File: src/rtl/gf180mcu_fd_sc_mcu9t5v0__dly_cal_ctrl.sv
// rtl/gf180mcu_fd_sc_mcu9t5v0__dly_cal_ctrl.sv - delay-line tap calibration sweep controller
module gf180mcu_fd_sc_mcu9t5v0__dly_cal_ctrl #(
    parameter int NTAP   = 16,
    parameter int TAP_W  = 4,
    parameter int SETTLE = 4,
    parameter int NSAMP  = 8
) (
    input  logic             CLK,
    input  logic             RST,
    input  logic             START,
    input  logic             PD,
    input  logic             MAN_EN,
    input  logic [TAP_W-1:0] MAN_TAP,
    output logic [TAP_W-1:0] TAP,
    output logic             BUSY,
    output logic             DONE,
    output logic             LOCKED,
    output logic             FAIL
);

    // ones counter must hold NSAMP itself so a full run of PD=1 never wraps
    localparam int OW = $clog2(NSAMP + 1);

    localparam logic [7:0]       SETTLE_LAST = 8'(SETTLE - 1);
    localparam logic [7:0]       SAMP_LAST   = 8'(NSAMP - 1);
    localparam logic [OW-1:0]    HALF        = OW'(NSAMP / 2);
    localparam logic [TAP_W-1:0] TAP_MAX     = TAP_W'(NTAP - 1);

    typedef enum logic [2:0] {
        s_idle,
        s_settle,
        s_sample,
        s_eval,
        s_finish
    } state_t;

    state_t        state;
    logic [7:0]    cnt;
    logic [OW-1:0] ones;

    // sweep FSM: settle, sample, majority-vote each tap in turn; all outputs registered
    always_ff @(posedge CLK) begin
        if (RST) begin
            state  <= s_idle;
            cnt    <= '0;
            ones   <= '0;
            TAP    <= '0;
            BUSY   <= 1'b0;
            DONE   <= 1'b0;
            LOCKED <= 1'b0;
            FAIL   <= 1'b0;
        end else begin
            DONE <= 1'b0;
            case (state)
                s_idle: begin
                    if (MAN_EN) begin
                        TAP <= MAN_TAP;
                    end else if (START) begin
                        LOCKED <= 1'b0;
                        FAIL   <= 1'b0;
                        TAP    <= '0;
                        BUSY   <= 1'b1;
                        cnt    <= '0;
                        ones   <= '0;
                        state  <= s_settle;
                    end
                end
                s_settle: begin
                    if (cnt == SETTLE_LAST) begin
                        cnt   <= '0;
                        state <= s_sample;
                    end else begin
                        cnt <= cnt + 8'd1;
                    end
                end
                s_sample: begin
                    if (PD) begin
                        ones <= ones + OW'(1);
                    end
                    if (cnt == SAMP_LAST) begin
                        cnt   <= '0;
                        state <= s_eval;
                    end else begin
                        cnt <= cnt + 8'd1;
                    end
                end
                s_eval: begin
                    // strict majority; an exact tie rejects the tap
                    if (ones > HALF) begin
                        LOCKED <= 1'b1;
                        BUSY   <= 1'b0;
                        DONE   <= 1'b1;
                        state  <= s_finish;
                    end else if (TAP != TAP_MAX) begin
                        TAP   <= TAP + TAP_W'(1);
                        ones  <= '0;
                        state <= s_settle;
                    end else begin
                        TAP   <= '0;
                        FAIL  <= 1'b1;
                        BUSY  <= 1'b0;
                        DONE  <= 1'b1;
                        state <= s_finish;
                    end
                end
                s_finish: begin
                    state <= s_idle;
                end
                default: begin
                    state <= s_idle;
                end
            endcase
        end
    end

endmodule

File: config.mk
export PLATFORM = sky130hd
export DESIGN_NAME = gf180mcu_fd_sc_mcu9t5v0__dly_cal_ctrl
export DESIGN_NICKNAME = d
export VERILOG_FILES = /design/src/rtl/gf180mcu_fd_sc_mcu9t5v0__dly_cal_ctrl.sv
export SDC_FILE = /design/constraint.sdc
export NUM_CORES = 1
export LEC_CHECK = 0
export ABC_AREA = 0
export BUFFER_PORTS_ARGS = -buffer_cell sky130_fd_sc_hd__buf_2
export CORE_UTILIZATION = 50
export CTS_BUF_LIST = sky130_fd_sc_hd__clkbuf_16
export DETAILED_ROUTE_END_ITERATION = 16
export PLACE_DENSITY = 0.73
export SKIP_CTS_REPAIR_TIMING = 1
export SYNTH_ARGS = -nofsm -noshare
export SYNTH_HDL_FRONTEND = slang
export SYNTH_SLANG_ARGS = --single-unit
File: constraint.sdc
create_clock -name CLK -period 1.55 [get_ports CLK]
set_input_delay 0.0775 -clock CLK [delete_from_list [all_inputs] [get_ports CLK]]
set_output_delay 0.0775 -clock CLK [all_outputs]
set_load 0.01 [all_outputs]
==> results of run 1 <==
==> per-layer routing <==
layer / up-vias / track usage, %
met4: 0 / 12.3
met3: 9 / 4.35
met2: 29 / 40.8
met5: - / 0
met1: 592 / 31.5
li1: 641 / -
==> area by class of cell <==
type / instances / area share, %
inverters: 5 / 1.11
clock inverters: 1 / 0.295
well taps: 28 / 2.06
multi-input cells: 121 / 47.6
flip-flops and latches: 23 / 27.4
repair buffers: 44 / 17.1
clock buffers: 3 / 4.42
==> report_power, final <==
| part | total, mW | internal, mW | switching, mW |
|---|---|---|---|
| combinational | 0.222 | 0.104 | 0.117 |
| sequential | 0.632 | 0.612 | 0.0200 |
| clock | 0.565 | 0.347 | 0.217 |
| total | 1.42 | 1.06 | 0.354 |
==> worst paths after layout <==
path	startpoint	end	slack, ps	cells after the start
min reg2reg	TAP[1]$_SDFFE_PP0P_	TAP[1]$_SDFFE_PP0P_	500	2
min	MAN_TAP[3]	TAP[3]$_SDFFE_PP0P_	190	5
max reg2reg	ones[0]$_SDFFE_PP0P_	ones[1]$_SDFFE_PP0P_	-120	7
max	ones[0]$_SDFFE_PP0P_	ones[1]$_SDFFE_PP0P_	-120	7
==> flip-flops by register name, indices dropped and copies added, names as in the netlist <==
signal / cells
FAIL: 1
TAP: 4
DONE: 1
LOCKED: 1
BUSY: 1
ones: 4
cnt: 8
state: 3
==> cell usage in the layout, fill, tap and decap left out, drive strengths merged, types with 2 or more instances in the layout <==
cell type	synthesis	routed
buf	4	44
nor2	24	24
dfxtp	23	23
a21oi	11	11
nand2	8	8
nand3	7	7
o21ai	7	7
a211oi	6	6
nand3b	5	5
inv	5	5
xor2	4	4
xnor2	4	4
nand4	4	4
ha	4	4
nor2b	4	4
a31oi	3	3
mux2i	3	3
clkbuf	2	3
nor3	3	3
o31ai	3	3
nand2b	2	2
a21o	2	2
and3	2	2
nand4b	2	2
or2	2	2
==> cell families (layout without fill, tap and decap cells) <==
kind of cell	Yosys count	count (layout)	share of synthesized area, %
AO/OA/AOI/OAI	37	37	19.5
XOR/XNOR	8	8	5.54
adder cells (fa/ha/maj)	4	4	3.96
buffers and inverters	11	53	3.76
flip-flops	23	23	36.4
multiplexers	3	3	2.38
AND/OR/NAND/NOR	69	69	28.4
==> stage by stage <==
stage | setup WS, ps | cell area, um^2 | util [%] | instances | hold slack [ps]
5_1_grt | -236 | 1700 | 73.9 | 225 | 207
6_report | -120 | 1700 | 73.9 | 225 | 185
2_1_floorplan | -46.6 | 1260 | - | 155 | 341
4_1_cts | -75.8 | 1630 | 70.8 | 223 | 186
3_5_place_dp | -45.6 | 1550 | 67.3 | 219 | 455
3_3_place_gp | 39.2 | 1550 | 67.3 | 219 | 439
==> worst register-to-register path: stages, from the launching register on <==
cell	delay, ps
dfxtp_2	320
inv_2	70
ha_4	120
nor2b_2	40
o211ai_1	220
a31oi_1	140
or4_1	550
a21oi_2	140
==> results.yml, run 1 <==
grt:
  grt_pass1_vias: 1133
  grt.total_usage_pct: 25.0
  grt_max_degree: 18
  antenna_found_initial: 0
  grt_overflow: 0
  grt_pass1_wl_mm: 5.00
drt:
  dr_wl_met2_mm: 1.57
  dr_total_vias: 1271
  drtIter0Drc: 20
  drc: 0
  wl_mm: 3.20
  ant_nets: 0
  viasPerCell: 5.65
  route.met3.wl_um: 117
  routedWlPerCell_um: 14.2
  drt_pass1_iterations: 4
  wl_met1_mm: 1.43
  maxUsedRoutingLayer: "met4"
layout:
  final_nets: 211
  syn2layout_area_growth_pct: 34.4
  n_antenna_cell: 0
  fillers: 166
  drive_above_1_share_pct: 34.0
  multi_input_area_um2: 808
  regArea_um2: 465
power:
  p_per_area_nw_per_um2: 835
  peakVddDrop_mv: 0.808
  p_leak_nw: 0.687
  power.total_mw: 1.42
place:
  place.gp.congestion: 0.880
  hpwl_mm: 2.24
  port_buffers: 16
floorplanning:
  chipHeight_um: 52.3
  die_w_um: 52.3
  core_um2: 2300
  initial_core_util_pct: 55.0
  ios: 17
  rows: 17
  die_area_um2: 2730
clocking:
  clk-insertion-delay-late_ps: 260
  clockBufferDepth: 2
  cts_tree: "yes"
  cts_made_buffers: 3
  root_buffer: "clkbuf_16"
  cts_sinks: 23
  cts-htree-levels: 1
  clkTransAtPathRegs_ps: 60
yosys:
  synth-seq-area-share_pct: 36.4
  yosys_warnings: 0
  synth_area_leaders: "dfxtp_1 (36%), nor2_1 (7.1%), a21oi_1 (4.4%)"
  synth_common_cells: "nor2_1 (24), dfxtp_1 (23), a21oi_1 (11)"
  synthCells: 155
  syn-mean-instance-area_um2: 8.15
  synth-edff-count: 0
  ys_types: 42
  ys_ff_latch: 23
  syn_area_um2: 1260
  yosys.cell_count.top_type: "nor2_1"
  async_flop_share_pct: 0
  ys.flop_type: "dfxtp_1"
  synth_top_area_share_pct: 36.4
  synth_top_cell_by_area: "dfxtp_1"
  syn_nets: 168
critical_path:
  path_cells: "inv_2, ha_4, nor2b_2, o211ai_1, a31oi_1, or4_1, a21oi_2"
  crit_family: "simple AND/OR/NAND/NOR gates"
  path_buf_inv: 1
  worstPathMaxFanout: 2
  end_kind: "flip-flop"
  critical_path.startpoint_type: "flip-flop"
  slowest_delay_ps: 550
  timing_worst_setup_path_type: "reg2reg"
  crit_required_ps: 1740
  worstPathArrival_ps: 1860
  crit_slowest_cell: "or4_1"
sta:
  setup_ws_ps: -120
  hold_viol: 0
  relSlewSlack_pct: 76.2
  fmax_ghz: 0.599
  drv_slew: 0
  worst_pin_slew_ps: 357
  rsz0062_at_grt: "true"
  layout_min_cycle_time_ps: 1670
  finalSetupViolations: 1
  setup_tns_ps: -120
  period_share_pct: 108
  finClkSkew_ps: 2.77
hold_path:
  hold_class: "in2reg"
run:
  maxCapViolCount: 0
status:
  status: "finished, violations left"
  failed_checks: "setup timing"
Note: power is estimated with default switching activity, not from simulation.
==> run 2, diff against run 1 <==
- CELL_PAD_IN_SITES_DETAIL_PLACEMENT: unset -> 1
- CELL_PAD_IN_SITES_GLOBAL_PLACEMENT: unset -> 1
- CORE_ASPECT_RATIO: unset -> 0.8
- CORE_UTILIZATION: 50 -> 37
- PLACE_DENSITY: 0.73 -> 0.72
==> run 2 against run 1 <==
Net effect: the run still ends with setup timing left; combinational power grew 7%; clock skew decreased by 1.0 ps; highest routed layer unchanged; fmax shrank 2.9%; register-to-register slack worse by 50 ps; largest power group unchanged; critical path type unchanged.
==> results.yml, run 2 (synthesized netlist as in run 1, its figures left out) <==
layout:
  syn2layout_area_growth_pct: 38.7
  top_regs: "cnt: 8 flops, TAP: 4 flops, ones: 4 flops"
  final_nets: 215
  largest_reg_flops: 8
  final_cell_mix: "buf_4 (32), nor2_1 (23), dfxtp_1 (18), buf_2 (16), a21oi_1 (10)"
  largest_register: "cnt"
  mostFrequentLayoutCell: "buf_4"
  drive_above_1_share_pct: 37.3
  design_area_um2: 1750
  n_antenna_cell: 0
  fillers: 390
clocking:
  clk-insertion-delay-late_ps: 250
  cts_sinks: 23
  cts_tree: "yes"
  cts-htree-levels: 1
  cts_made_buffers: 3
  clockBufferDepth: 2
  root_buffer: "clkbuf_16"
  clkTransAtPathRegs_ps: 60
grt:
  grt_pass1_wl_mm: 6.27
  grt_max_degree: 18
  grt_overflow: 0
  grt.total_usage_pct: 23.7
  antenna_found_initial: 0
  grt_pass1_vias: 1319
critical_path:
  timing_worst_setup_path_type: "reg2reg"
  critical_path.startpoint_type: "flip-flop"
  r2r_slack_ps: -170
  worstPathMaxFanout: 2
  end_kind: "flip-flop"
  crit_slowest_cell: "or4_1"
  crit_required_ps: 1730
  worstPathArrival_ps: 1900
  slowest_delay_ps: 560
  path_cells: "inv_2, ha_4, nor2b_2, o211ai_1, a31oi_1, or4_1, a21oi_2"
drt:
  ant_nets: 0
  wl_mm: 4.10
  viasPerCell: 5.55
  drtIter0Drc: 72
  dr_total_vias: 1338
  drc: 0
  routedWlPerCell_um: 17.0
  drt_pass1_iterations: 4
power:
  p_per_area_nw_per_um2: 820
  peakVddDrop_mv: 0.471
  power.total_mw: 1.44
  p_leak_nw: 0.700
sta:
  finalSetupViolations: 7
  fmax_ghz: 0.582
  layout_min_cycle_time_ps: 1720
  relSlewSlack_pct: 72.6
  finClkSkew_ps: 1.74
  period_share_pct: 111
  drv_slew: 0
  rsz0062_at_grt: "true"
  setup_ws_ps: -170
  hold_viol: 0
  worst_pin_slew_ps: 406
place:
  port_buffers: 16
  place.gp.congestion: 0.815
  hpwl_mm: 3.05
  placed_area_um2: 1590
  place_ws_ps: -128
status:
  failed_checks: "setup timing"
  status: "finished, violations left"
floorplanning:
  core_um2: 3180
  ios: 17
  chipHeight_um: 54.3
  rows: 18
  die_w_um: 67.3
  die_area_um2: 3650
  initial_core_util_pct: 39.8
run:
  maxCapViolCount: 0
hold_path:
  hold_class: "in2reg"
## run 2: area by class of cell
cell class                 instances  area, um^2  share of cell area, %
multi-input combinational        121         815                   46.5
clock buffer                       3        75.1                   4.28
tap                               40        50.0                   2.86
timing repair buffer              48         320                   18.3
sequential                        23         469                   26.8
inverter                           5        18.8                   1.07
clock inverter                     1        5.00                  0.286
## run 2: worst max-delay path: cells and delay by family, from the launching register on
kind | cells | cell delay [ps]
compound gates | 3 | 500
fa+ha+maj | 1 | 140
buf+inv | 1 | 70
flops | 1 | 330
simple gates | 2 | 610
## run 2: per-stage QoR
| step | instances | hold WS, ps | TNS (ps) | util, % |
|---|---|---|---|---|
| floorplan | 155 | 341 | -46.6 | - |
| global placement | 235 | 455 | 0 | 50.1 |
| detailed placement | 235 | 470 | -419 | 50.1 |
| CTS | 239 | 207 | -887 | 52.6 |
| global route | 241 | 215 | -1080 | 55.2 |
| finish | 241 | 213 | -339 | 55.2 |
## run 2: per-layer routing
layer | routed length (um) | vias to the layer above | track usage [%]
li1 | - | 649 | -
met1 | 1910 | 659 | 30.3
met2 | 1970 | 24 | 40.7
met3 | 157 | 6 | 5.63
met4 | 53 | 0 | 5.32
met5 | 0 | - | 0
## run 2: report_power, final
| group | internal (mW) | switching (mW) |
|---|---|---|
| Clock | 0.347 | 0.218 |
| Combinational | 0.110 | 0.127 |
| Sequential | 0.612 | 0.0230 |
| Total | 1.07 | 0.368 |
## run 2: path summary, 6_finish.rpt
path | start | endpoint | depth (start not counted)
setup / recovery | ones[1]$_SDFFE_PP0P_ | ones[1]$_SDFFE_PP0P_ | 7
hold reg to reg | BUSY$_SDFFE_PP0P_ | BUSY$_SDFFE_PP0P_ | 2
setup reg to reg | ones[1]$_SDFFE_PP0P_ | ones[1]$_SDFFE_PP0P_ | 7
hold / removal | RST | BUSY$_SDFFE_PP0P_ | 2
